`src/rtl/rxf_out_capture.sv`:
```
// rxf_out_capture: RX-filter output capture buffer with start offset, capture length and FIFO read port
module rxf_out_capture #(
    parameter int DATA_W = 8,
    parameter int ADDR_W = 8,
    parameter int OFS_W  = 16
) (
    input  logic                clk,
    input  logic                reset,
    input  logic                iClear,
    input  logic                iStart,
    input  logic                iSampleEn,
    input  logic [DATA_W-1:0]   iDataI,
    input  logic [DATA_W-1:0]   iDataQ,
    input  logic [OFS_W-1:0]    iStartOffset,
    input  logic [OFS_W-1:0]    iCapLen,
    input  logic                iRdEn,
    output logic [2*DATA_W-1:0] oRdData,
    output logic                oRdValid,
    output logic [ADDR_W:0]     oLevel,
    output logic                oEmpty,
    output logic                oFull,
    output logic                oOverflow,
    output logic                oBusy,
    output logic                oDone
);
    localparam int DEPTH = 1 << ADDR_W;

    typedef enum logic [1:0] {IDLE, WAIT_OFS, CAPTURE, DONE} state_t;

    state_t              state, stateNext;
    logic                rStartD;
    logic [OFS_W-1:0]    rOfs, rLen, rDiscCnt, rCapCnt, discNext, capNext;
    logic [ADDR_W-1:0]   rWrPtr, rRdPtr;
    logic [ADDR_W:0]     rLevel;
    logic [2*DATA_W-1:0] mem [DEPTH];
    logic                start, capStrobe, push, pop, drop;

    assign start     = iStart & ~rStartD;
    assign oLevel    = rLevel;
    assign oEmpty    = rLevel == '0;
    assign oFull     = rLevel == (ADDR_W+1)'(DEPTH);
    assign oBusy     = (state == WAIT_OFS) || (state == CAPTURE);
    assign oDone     = state == DONE;
    assign capStrobe = iSampleEn & (state == CAPTURE);
    assign pop       = iRdEn & ~oEmpty & ~iClear;
    assign push      = capStrobe & (~oFull | pop) & ~iClear;
    assign drop      = capStrobe & oFull & ~pop & ~iClear;
    assign discNext  = (rDiscCnt == '1) ? rDiscCnt : rDiscCnt + 1'b1;
    assign capNext   = (rCapCnt == '1) ? rCapCnt : rCapCnt + 1'b1;

    // Next state: offset 0 skips the discard phase; clear always wins
    always_comb begin
        stateNext = state;
        case (state)
            IDLE:     if (start) stateNext = (iStartOffset == '0) ? CAPTURE : WAIT_OFS;
            WAIT_OFS: if (iSampleEn && discNext == rOfs) stateNext = CAPTURE;
            CAPTURE:  if (iSampleEn && rLen != '0 && capNext == rLen) stateNext = DONE;
            default:  stateNext = state;
        endcase
        if (iClear) stateNext = IDLE;
    end

    // State, start edge detect, latched parameters and strobe counters
    always_ff @(posedge clk or posedge reset) begin
        if (reset) begin
            state    <= IDLE;
            rStartD  <= 1'b0;
            rOfs     <= '0;
            rLen     <= '0;
            rDiscCnt <= '0;
            rCapCnt  <= '0;
        end else begin
            state   <= stateNext;
            rStartD <= iStart;
            if (iClear) begin
                rDiscCnt <= '0;
                rCapCnt  <= '0;
            end else if (state == IDLE && start) begin
                rOfs     <= iStartOffset;
                rLen     <= iCapLen;
                rDiscCnt <= '0;
                rCapCnt  <= '0;
            end else begin
                if (state == WAIT_OFS && iSampleEn) rDiscCnt <= discNext;
                if (capStrobe) rCapCnt <= capNext;
            end
        end
    end

    // FIFO pointers, occupancy, sticky overflow and registered read port
    always_ff @(posedge clk or posedge reset) begin
        if (reset) begin
            rWrPtr    <= '0;
            rRdPtr    <= '0;
            rLevel    <= '0;
            oOverflow <= 1'b0;
            oRdValid  <= 1'b0;
            oRdData   <= '0;
        end else if (iClear) begin
            rWrPtr    <= '0;
            rRdPtr    <= '0;
            rLevel    <= '0;
            oOverflow <= 1'b0;
            oRdValid  <= 1'b0;
            oRdData   <= '0;
        end else begin
            if (push) rWrPtr <= rWrPtr + 1'b1;
            if (pop) begin
                rRdPtr  <= rRdPtr + 1'b1;
                oRdData <= mem[rRdPtr];
            end
            if (drop) oOverflow <= 1'b1;
            oRdValid <= pop;
            rLevel   <= rLevel + (ADDR_W+1)'(push) - (ADDR_W+1)'(pop);
        end
    end

    // Sample storage; contents need no reset
    always_ff @(posedge clk) begin
        if (push) mem[rWrPtr] <= {iDataI, iDataQ};
    end
endmodule

```
`config.mk`:
```
export PLATFORM = sky130hd
export DESIGN_NAME = rxf_out_capture
export DESIGN_NICKNAME = d
export VERILOG_FILES = /design/src/rtl/rxf_out_capture.sv
export SDC_FILE = /design/constraint.sdc
export NUM_CORES = 2
export LEC_CHECK = 0
export ABC_AREA = 0
export CAP_MARGIN = 30
export CORE_ASPECT_RATIO = 0.7
export CORE_MARGIN = 2
export CORE_UTILIZATION = 56
export CTS_BUF_LIST = sky130_fd_sc_hd__clkbuf_4 sky130_fd_sc_hd__clkbuf_8
export DETAILED_ROUTE_END_ITERATION = 10
export DONT_BUFFER_PORTS = 1
export PLACE_DENSITY = 0.78
export SETUP_SLACK_MARGIN = 0.05
export SYNTH_ARGS = -nofsm -noshare
export SYNTH_HDL_FRONTEND = slang
export SYNTH_SLANG_ARGS = --single-unit
```
`constraint.sdc`:
```
create_clock -name clk -period 3.7 [get_ports clk]
set_input_delay 0.925 -clock clk [delete_from_list [all_inputs] [get_ports clk]]
set_output_delay 0.925 -clock clk [all_outputs]
set_load 0.02 [all_outputs]
```
* After elaboration in Yosys (flattened, before gate mapping)
Memory sizes are Yosys's and may differ from the RTL's.
Cells that the tools add are included.
** Operators by class
- $add $sub $neg :: 6
- Multipliers :: 0
- Div/mod/pow operators :: 0
- $lt $le $gt $ge :: 0
- Equality and inequality tests :: 11
- Shift-type cells :: 0
- Multiplexer cells :: 26
- Bitwise operators :: 15
- Reduce and logical (&&, ||, !) cells :: 18
** Operators by type and width (number)
- $mux W16 :: 10
- $add A16 B1 Y16 const B :: 2
- $eq A16 B16 Y1 :: 2
- $eq A16 B16 Y1 const B :: 2
- $mux W8 :: 4
- $add A8 B1 Y8 const B :: 2
- $logic_not A16 Y1 :: 1
- $reduce_bool A16 Y1 :: 1
- $mux W2 :: 5
- $add A9 B1 Y9 :: 1
- $and A1 B1 Y1 :: 9
- $eq A9 B9 Y1 const B :: 1
- $logic_not A9 Y1 :: 1
- $mux W9 :: 1
- $sub A9 B1 Y9 :: 1
- $ne A3 B3 Y1 const B :: 2
- $pmux W2 S3 :: 1
- $reduce_bool A2 Y1 :: 3
- $reduce_bool A3 Y1 :: 2
- $logic_and A1 B1 Y1 :: 5
- $mux W1 :: 5
- $not A1 Y1 :: 5
- $eq A2 B2 Y1 const B :: 2
- $reduce_and A4 Y1 :: 1
- other kinds (7) :: 7
** Storage, ports and cells
- Register bits after elaboration :: 110
- Latch bits :: 0
- Bits in writable memories :: 4096
- ROM bits :: 0
- Logic and storage cells :: 89
- Memories kept :: 1
** Memory list
- mem :: depth 256, width 16, rd ports 1, clocked after memory_dff 0, wr ports 1, line 35 : logic [2*DATA_W-1:0] mem [DEPTH];

* Depth between registers and ports, before layout
- Depth in word-level cells :: 10
- Gate-level depth with buffers :: 22
- Gate-level depth less buffers :: 20

* Worst setup path before layout
OpenSTA, ideal clock, no wires.
- Path type :: in2reg
- From :: input port iSampleEn
- To :: register rLevel[8] (netlist: oLevel[8])
- Setup time :: 132 ps
- Arrival :: 4150 ps
- Path slack :: -582 ps
- Stages :: 20
- Buffers on the path :: 3
- Cell sequence :: clkbuf_1 > nand2_1 > a21oi_1 > nor2b_1 > clkbuf_1 > clkbuf_1 > inv_1 > ha_1 > inv_1 > ha_1 > fa_1 > a21oi_1 > o21bai_1 > a21oi_1 > o21bai_1 > a21oi_1 > nor2_1 > nor2_1 > xnor2_1 > nor2_1
** On the way
- Longest elaborated chain between the ends :: 6
** RTL lines
- from (decl) :: line 11 : input logic iSampleEn,
- $and A1 B1 Y1 :: line 44 : assign capStrobe = iSampleEn & (state == CAPTURE);
- $and A1 B1 Y1 (2 in series) :: line 46 : assign push = capStrobe & (~oFull | pop) & ~iClear;
- $add A9 B1 Y9 :: line 114 : rLevel <= rLevel + (ADDR_W+1)'(push) - (ADDR_W+1)'(pop);
- $sub A9 B1 Y9 :: line 114
- $mux W9 :: line 99 : end else if (iClear) begin
- to (signal assigned) :: line 114
- to (decl) :: line 34 : logic [ADDR_W:0] rLevel;
Every way passes these cells.
A chain may end at the register's enable or synchronous reset.

* Final worst setup path
- From :: register rRdPtr[0]
- To :: register oRdData[15]
** On the way
- Longest elaborated chain between the ends :: 3
** RTL lines
- from (decl) :: line 33 : logic [ADDR_W-1:0] rWrPtr, rRdPtr;
- from (signal assigned) :: line 109 : rRdPtr <= rRdPtr + 1'b1;
- $mem_v2 Z256 W16
- $mux W16 :: line 108 : if (pop) begin
- $mux W16 :: line 99
- to (signal assigned) :: line 110 : oRdData <= mem[rRdPtr];
- to (decl) :: line 17 : output logic [2*DATA_W-1:0] oRdData,
Every way passes these cells. The select of a mux whose other input is x is not followed.

==> summary.md <==
| Metric | Value |
|---|---|
| Cell Area, Synth | `0.163 sq mm` |
| PnR worst setup slack | `0.144 ns` |
| Delay-heaviest family, CP | `multiplexers` |
| Crit start category | `register` |
| Worst Path Arrival | `4.50 ns` |
| Area Overhead vs Synth | `13.1%` |
| First-pass GRT wire length | `577000 um` |
| Worst hold path depth | `0` |
| Placement Setup Slack | `-0.0370 ns` |
| FF-to-FF setup slack | `0.14 ns` |
| Total Routing Usage GR | `27.6%` |
| Number of flops mapped to enable cells by yosys | `4096` |
| Routed wire per std cell | `33.6 um` |
| Largest net degree at the start of global routing | `257` |
| Yosys warns | `0` |
| Die Area | `0.295 sq mm` |
| Clock power frac | `34.3%` |
| Vias in the first global route | `79200` |
| Final nets | `7847` |
| Max VDD drop | `0.424 mV` |
| Core Util, Final | `63.7%` |
| CTS tree | `built` |
| Slowest-stage cell, CP | `mux4_2` |
| Via total after detailed routing | `80100` |
| DR iter-0 viols | `12900` |
| CP peak stage delay | `0.60 ns` |
| RD Place Congestion | `0.879` |
| HPWL Detailed | `233000 um` |
| Most common cell after layout, fill and taps aside | `edfxtp_1` |
| Initial DRT Pass Iterations | `6` |
| Initial Util | `56.3%` |
| Fin crit period | `3.56 ns` |
| Cts bufs inserted | `603` |
| CTS max path bufs | `4` |
| Status | `completed` |
| FF-to-FF End | `oRdData[15]$_DFFE_PP0P_` |
| Hold WS | `0.116 ns` |
| Via-to-Cell Ratio | `6.64` |
| Die X | `648 um` |
| Most frequent cells in the layout | `4096 x edfxtp_1, 1292 x mux4_2, 622 x clkbuf_8` |
| Initial antenna violation count | `15` |
| Hold path startpoint | `iDataQ[0]` |
| Clk pin slew, worst setup/hold paths | `0.06 ns` |
| PwrDens | `561 mW/mm^2` |
| Clock skew | `0.0721 ns` |
| Yosys reg bits | `4206` |
| P_int | `78100 uW` |
| Leakage Power | `0.0564 uW` |
| Main synth FF type | `edfxtp_1` |
| Final period util | `96.1%` |
| DRC violations left | `0` |
| Flop pwr share | `51.3%` |
| Critical-path maximum fanout | `15` |
| Clock Latency Late Sink | `1.09 ns` |
| Crit-path cells | `buf_12 > buf_12 > buf_4 > mux4_2 > mux4_2 > a22oi_1 > a21oi_1 > a211oi_1 > o21ai_1` |
| Inst Count DP | `10900` |
| H-tree depth | `6` |
| Worst r2r path cells | `9` |
| NetSw | `25200 uW` |
| Max-slew violations | `0` |
| Cell Rows | `165` |
| TritonCTS Sinks | `4206` |
| Final Hold Vio Count | `0` |
| Crit Path Class | `reg -> reg` |
| Buf/Inv on CP | `3` |
| Worst Hold End | `mem[126][0]$_DFFE_PP_` |
| Syn nets | `7000` |
| FF-to-FF Start | `rRdPtr[0]$_DFFE_PP0P_` |
| Critical Path RT | `4.64 ns` |
| Routed WL | `405000 um` |
| Mapped Avg Cell Area | `23.5 sq um` |
| Sw Ratio | `24.4%` |
| Setup crit end kind | `register` |
| Root Buffer | `clkbuf_8` |
| Max-cap violations | `0` |
| Non-filler cells, final | `12100` |
| Share of layout cells above drive strength 1 | `34.7%` |
| Worst-Margin Slew | `1.21 ns` |
| Register area share after synthesis | `77.2%` |
| Unrepaired setup endpoints after global routing | `no` |
| # setup viols final | `0` |
| Slew HR | `19.1%` |
| Gate count after technology mapping | `6922` |
| IO buf count | `0` |
| Fmax | `281 MHz` |
| Comb power frac | `14.4%` |
| Asr flop ratio synth | `2.62%` |
| IO Count | `85` |
| Post-DRT Antenna Nets | `0` |
| Netlist cell types | `65` |
| HP Class | `in -> reg` |
| Die height | `455 um` |
| Core area | `0.289 sq mm` |
| Gr ovfl total | `0` |
[metal layers]
layer / track usage (%) / routed length [um]
met1: 40.7 / 151000
met2: 39.4 / 180000
met3: 9.56 / 61100
met4: 8.64 / 12600
met5: 0 / 167
[cell usage after synthesis (all sizes together) (18+ instances only)]
cell type	count	area, sq um
mux2i	60	601
nor4	19	146
mux4	1292	29100
nor3	26	130
clkbuf	191	717
nor2b	18	113
nand2	60	225
nor2	354	1330
xor2	36	315
nand3	57	290
mux2	29	327
inv	26	97.6
a21oi	51	255
ha	23	288
edfxtp	4096	123000
dfrtp	110	2750
buf	196	1050
o21ai	39	195
xnor2	35	307
a22oi	59	443
nand4	28	190
[sequential cells by signal, indices dropped and copies added (netlist names), 9 cells and up]
name      count
rOfs         16
rCapCnt      16
oRdData      16
rDiscCnt     16
rLen         16
oLevel        9
mem        4096
[metrics by stage]
stage | setup TNS [ns] | cell area, sq um | total power, uW
floorplan | -0.125 | 163000 | 63800
global placement | -0.200 | 172000 | 68400
detailed placement | -0.0370 | 172000 | 68600
CTS | 0 | 184000 | 104000
global route | 0 | 184000 | 106000
finish | 0 | 184000 | 103000
[power by group through the flow]
stage | sequential, uW | combinational, uW | clock (uW)
final | 53000 | 14900 | 35400
after global routing | 52900 | 15700 | 37800
after CTS | 52900 | 14900 | 35900
after detailed placement | 53900 | 14600 | 0
after global placement | 53900 | 14400 | 0
after floorplan | 53800 | 9990 | 0
[worst max-delay path by stage]
stage	from	end	slack (ns)	depth (start not counted)
2_1_floorplan	iSampleEn	oLevel[8]$_DFF_PP0_	-0.12	20
3_3_place_gp	iClear	oLevel[8]$_DFF_PP0_	-0.20	17
3_5_place_dp	iClear	oLevel[8]$_DFF_PP0_	-0.04	17
4_1_cts	rRdPtr[0]$_DFFE_PP0P_	oRdData[15]$_DFFE_PP0P_	0.18	9
5_1_grt	rDiscCnt[1]$_DFFE_PP0P_	state[0]$_DFFE_PP0P_	0.07	10
6_report	rRdPtr[0]$_DFFE_PP0P_	oRdData[15]$_DFFE_PP0P_	0.14	9
[area by class of cell]
| class | count | area, sq um |
|---|---|---|
| Antenna cell | 11 | 27.5 |
| Clock buffer | 809 | 9960 |
| Clock inverter | 232 | 1380 |
| Fill cell | 17900 | 105000 |
| Inverter | 27 | 105 |
| Multi-Input combinational cell | 2302 | 35300 |
| Sequential cell | 4206 | 126000 |
| Tap cell | 3841 | 4810 |
| Timing Repair Buffer | 629 | 6670 |
[repair_timing]
action	in CTS	in global routing
hold buffers	62	2
endpoints found under the setup margin	0	1
gates resized for setup	0	4
hold endpoints to repair	628	19
buffers inserted	0	0
[kinds of logic after synthesis]
group	count (synthesis)	synth area share, %
AO/OA/AOI/OAI	220	0.913
AND/OR/NAND/NOR	606	1.68
buffers and inverters	414	1.15
flip-flops	4206	77.2
multiplexers	1381	18.4
XOR/XNOR	71	0.382
adder cells (fa/ha/maj)	24	0.189
Note: power is estimated with default switching activity, not from simulation.
